**src/rtl/jk_reg_bank.sv**
```systemverilog
// Bank of JK bit cells with JK, count-up, count-down and parallel-load modes.
// Every mode is expressed as per-bit J/K drive into one shared cell update.
module jk_reg_bank #(
    parameter int              WIDTH     = 4,
    parameter logic [WIDTH-1:0] RESET_VAL = '0
) (
    input  logic             clk,
    input  logic             rst,
    input  logic             en,
    input  logic [1:0]       mode,
    input  logic [WIDTH-1:0] j,
    input  logic [WIDTH-1:0] k,
    input  logic [WIDTH-1:0] d,
    output logic [WIDTH-1:0] q,
    output logic [WIDTH-1:0] q_bar,
    output logic             tc,
    output logic             chg
);

    localparam logic [1:0] MODE_JK   = 2'b00;
    localparam logic [1:0] MODE_UP   = 2'b01;
    localparam logic [1:0] MODE_DOWN = 2'b10;
    localparam logic [1:0] MODE_LOAD = 2'b11;

    logic [WIDTH-1:0] tgl;
    logic [WIDTH-1:0] jv;
    logic [WIDTH-1:0] kv;
    logic [WIDTH-1:0] q_next;

    // Toggle chain: bit i toggles when every lower bit is 1 (up) or 0 (down).
    always_comb begin
        tgl    = '0;
        tgl[0] = 1'b1;
        for (int i = 1; i < WIDTH; i++) begin
            tgl[i] = tgl[i-1] & ((mode == MODE_UP) ? q[i-1] : ~q[i-1]);
        end
    end

    // Load is a set/clear per bit: J=d, K=~d.
    always_comb begin
        jv = '0;
        kv = '0;
        case (mode)
            MODE_JK: begin
                jv = j;
                kv = k;
            end
            MODE_UP, MODE_DOWN: begin
                jv = tgl;
                kv = tgl;
            end
            MODE_LOAD: begin
                jv = d;
                kv = ~d;
            end
            default: begin
                jv = '0;
                kv = '0;
            end
        endcase
    end

    always_comb begin
        if (en) begin
            q_next = (jv & ~q) | (~kv & q);
        end else begin
            q_next = q;
        end
    end

    always_ff @(posedge clk) begin
        if (rst) begin
            q   <= RESET_VAL;
            chg <= 1'b0;
        end else begin
            q   <= q_next;
            chg <= (q_next != q);
        end
    end

    assign q_bar = ~q;
    assign tc    = en & (((mode == MODE_UP) & (&q)) | ((mode == MODE_DOWN) & ~(|q)));

endmodule
```
**config.mk**
```make
export PLATFORM = sky130hd
export DESIGN_NAME = jk_reg_bank
export DESIGN_NICKNAME = d
export VERILOG_FILES = /design/src/rtl/jk_reg_bank.sv
export SDC_FILE = /design/constraint.sdc
export NUM_CORES = 1
export LEC_CHECK = 0
export BUFFER_PORTS_ARGS = -buffer_cell sky130_fd_sc_hd__buf_4
export CAP_MARGIN = 20
export CORE_MARGIN = 4
export CORE_UTILIZATION = 50
export CTS_CLUSTER_SIZE = 14
export DETAILED_ROUTE_END_ITERATION = 6
export GPL_ROUTABILITY_DRIVEN = 0
export PLACE_DENSITY = 0.82
export SLEW_MARGIN = 20
export SYNTH_ARGS = -nofsm -noshare
export SYNTH_HDL_FRONTEND = slang
export SYNTH_SLANG_ARGS = --single-unit
```
**constraint.sdc**
```tcl
create_clock -name clk -period 2.7 [get_ports clk]
set_input_delay 0.54 -clock clk [delete_from_list [all_inputs] [get_ports clk]]
set_output_delay 0.54 -clock clk [all_outputs]
set_load 0.005 [all_outputs]
```
==> flow_metrics.env <==
export IMPL_slowest_delay_ns=0.27
export IMPL_hold_path_class="primary input to register"
export IMPL_layout_common_cells="26 x buf_4, 9 x inv_1, 6 x nand2_1"
export IMPL_ctsResizeCount=0
export IMPL_dr_pass1_iters=4
export IMPL_dp_cells=118
export IMPL_wl_per_cell_um=14.3
export IMPL_tightest_slew_ns=0.543
export IMPL_syn_cell_area_um2=664
export IMPL_powerDensity_mw_per_mm2=398
export IMPL_min_period_ns=2.10
export IMPL_syn_area_per_cell_um2=8.00
export IMPL_routed_wl_met3_um=150
export IMPL_die_y_um=44.5
export IMPL_drt_total_wl_um=1740
export IMPL_critPathKind="primary input to output port"
export IMPL_crit_chain="buf_4, inv_1, ha_1, and4_4, a22oi_1, nor2_1, buf_4"
export IMPL_drive_above_1_share_pct=40.7
export IMPL_initial_utilization_pct=56.7
export IMPL_synth_compound_area_share_pct=33.7
export IMPL_io_pins=27
export IMPL_drt_iter0_drc=22
export IMPL_r2r_slack_ns=1.19
export IMPL_rr_endpoint="chg$_SDFF_PP0_"
export IMPL_setup_viol=0
export IMPL_fin_skew_ns=0.00350
export IMPL_synth_seq_cells=5
export IMPL_min_path_cells=2
export IMPL_synth_flop_cell="dfxtp_1"
export IMPL_clk_pin_slew_worst_paths_ns=0.05
export IMPL_rr_worst_depth=5
export IMPL_antenna_found_initial=0
export IMPL_critPathTopFamily="simple AND/OR/NAND/NOR gates"
export IMPL_syn_instance_count=83
export IMPL_final_common_cell="buf_4"
export IMPL_synth_top_family_by_area="compound AO/OA/AOI/OAI gates"
export IMPL_hold_end="chg$_SDFF_PP0_"
export IMPL_wl_met1_um=756
export IMPL_setup_tns_final_ns=0
export IMPL_worstSkewPairLatency_ns=0.25
export IMPL_drv_slew=0
export IMPL_n_fill_cell=98
export IMPL_clock_tree_root_cell="clkbuf_4"
export IMPL_coreArea_mm2=0.00117
export IMPL_yosys_area_share_simple_pct=28.4
export IMPL_cp_num_buf_inv=3
export IMPL_dp_hpwl_um=1330
export IMPL_p_leak_nw=0.365
export IMPL_cts_tree="yes"
export IMPL_start_kind="primary input"
export IMPL_diodes=0
export IMPL_die_w_um=44.5
export IMPL_r2r_start="q[0]$_SDFF_PP0_"
export IMPL_grt_ovfl_total=0
export IMPL_synth_adder_area_share_pct=7.53
export IMPL_min_period_over_period_pct=77.8
export IMPL_vias=748
export IMPL_grt_max_degree=16
export IMPL_grt_pass1_vias=645
export IMPL_synthArstFlopShare_pct=0
export IMPL_critPathCaptureType="output port"
export IMPL_syn_to_final_growth_pct=29.2
export IMPL_placementRows=12
export IMPL_vdd_drop_max_mv=0.240
export IMPL_grt_pass1_wl_um=2810
export IMPL_crit_top_cell="buf_4"
export IMPL_critPathArrivalTime_ns=1.56
export IMPL_maxUsedRoutingLayer="met4"
export IMPL_crit_required_ns=2.16
export IMPL_synth_xor_area_share_pct=1.32
export IMPL_crit_path_max_fanout=5
export IMPL_grt_usage_pct=18.8
export IMPL_maxCapViolCount=0
export IMPL_rsz0062_at_grt="no"
export IMPL_synth_edf_count=0
export IMPL_cts_sinks=5
export IMPL_post_cts_buffers=0
export IMPL_synth_cell_types=42
export IMPL_muxShareOfSynthArea_pct=1.51
export IMPL_hold_viol=0
export IMPL_final_util_pct=73.3
export IMPL_synth_warnings=0
export IMPL_max_freq_mhz=476
export IMPL_hold_buffers=0
export IMPL_layout_cells_non_filler=122
export IMPL_cts_inserted_buffers=3
export IMPL_nets=130
export IMPL_avgViaCountPerCell=6.13
export IMPL_wl_met2_um=821
export IMPL_io_buffer_count=26
export IMPL_ys_seq_area_share_pct=15.1
export IMPL_drtAntennaViolNets=0
export IMPL_worstHoldStart="rst"
export IMPL_dieArea_mm2=0.00198
export IMPL_htreeDepth=1
export IMPL_clk_path_buf_depth=2
export IMPL_synth_nets=104
export IMPL_run_status="finished clean"
export IMPL_cp_slowest_cell="and4_4"
export IMPL_drc=0
export IMPL_relSlewSlack_pct=63.8
flip-flops by register name, indices dropped and copies added (netlist names):
register / flops
chg: 1
q: 4
kinds of logic after synthesis:
logic type	count (synthesis)
AOI/OAI and AO/OA	29
xor gates and xnor gates	1
adders and majority gates	4
buffers and inverters	15
DFF	5
muxes	1
and+or+nand+nor	28
metal layers:
metal  global-route usage, %  vias to the layer above
li1                        -                      367
met1                    23.2                      349
met2                    31.4                       30
met3                    6.91                        2
met4                    3.61                        0
met5                       0                        -
cells in the mapped netlist, types with 2 or more instances:
library cell  count  share of area (%)
ha_1              4                7.5
nand2_1           6                3.4
inv_1             9                5.1
a31oi_1           3                2.8
a21oi_1           3                2.3
o211ai_1          2                2.3
nor2_1            5                2.8
buf_6             3                5.1
nor4_1            3                2.8
o21ai_0           5                3.8
o21ai_2           2                2.6
dfxtp_1           5                 15
nor4b_2           2                4.5
nand4_1           2                1.9
nand2b_1          2                1.9
worst max-delay path by stage:
stage	slack, ns	endpoint	depth (start not counted)	startpoint
floorplan	0.82	chg$_SDFF_PP0_	7	mode[0]
global placement	0.42	q[2]$_SDFF_PP0_	8	mode[0]
detailed placement	0.40	q[2]$_SDFF_PP0_	8	mode[0]
CTS	0.59	tc	7	mode[1]
global route	0.49	q[2]$_SDFF_PP0_	8	mode[0]
finish	0.60	tc	7	mode[1]
stage by stage:
step	setup WS (ns)	area [um2]	hold WS (ns)	power, mW
after floorplan	0.818	664	0.533	0.192
after global placement	0.418	832	0.562	0.245
after detailed placement	0.396	832	0.571	0.248
after CTS	0.594	858	0.479	0.345
after global routing	0.492	858	0.487	0.370
final	0.601	858	0.489	0.342
where the power goes:
| group | internal (mW) | switching, mW |
|---|---|---|
| logic | 0.0776 | 0.0691 |
| clock network | 0.0563 | 0.0375 |
| registers | 0.0833 | 0.0178 |
| total | 0.217 | 0.124 |
area by class of cell:
type | instances | area, um2 | area share (%)
multi-input combinational | 63 | 482 | 56.1
timing repair buffer | 26 | 195 | 22.7
sequential | 5 | 100 | 11.7
inverter | 10 | 37.5 | 4.37
clock buffer | 4 | 26.3 | 3.06
tap | 14 | 17.5 | 2.04
worst register-to-register path, cell delays in order, from the launching register on:
cell,delay (ns)
dfxtp_1,0.57
xnor2_1,0.22
nand3_1,0.11
a211oi_1,0.31
nor4b_2,0.08
a31oi_1,0.15
No activity file was read; power rests on OpenSTA's default activity.
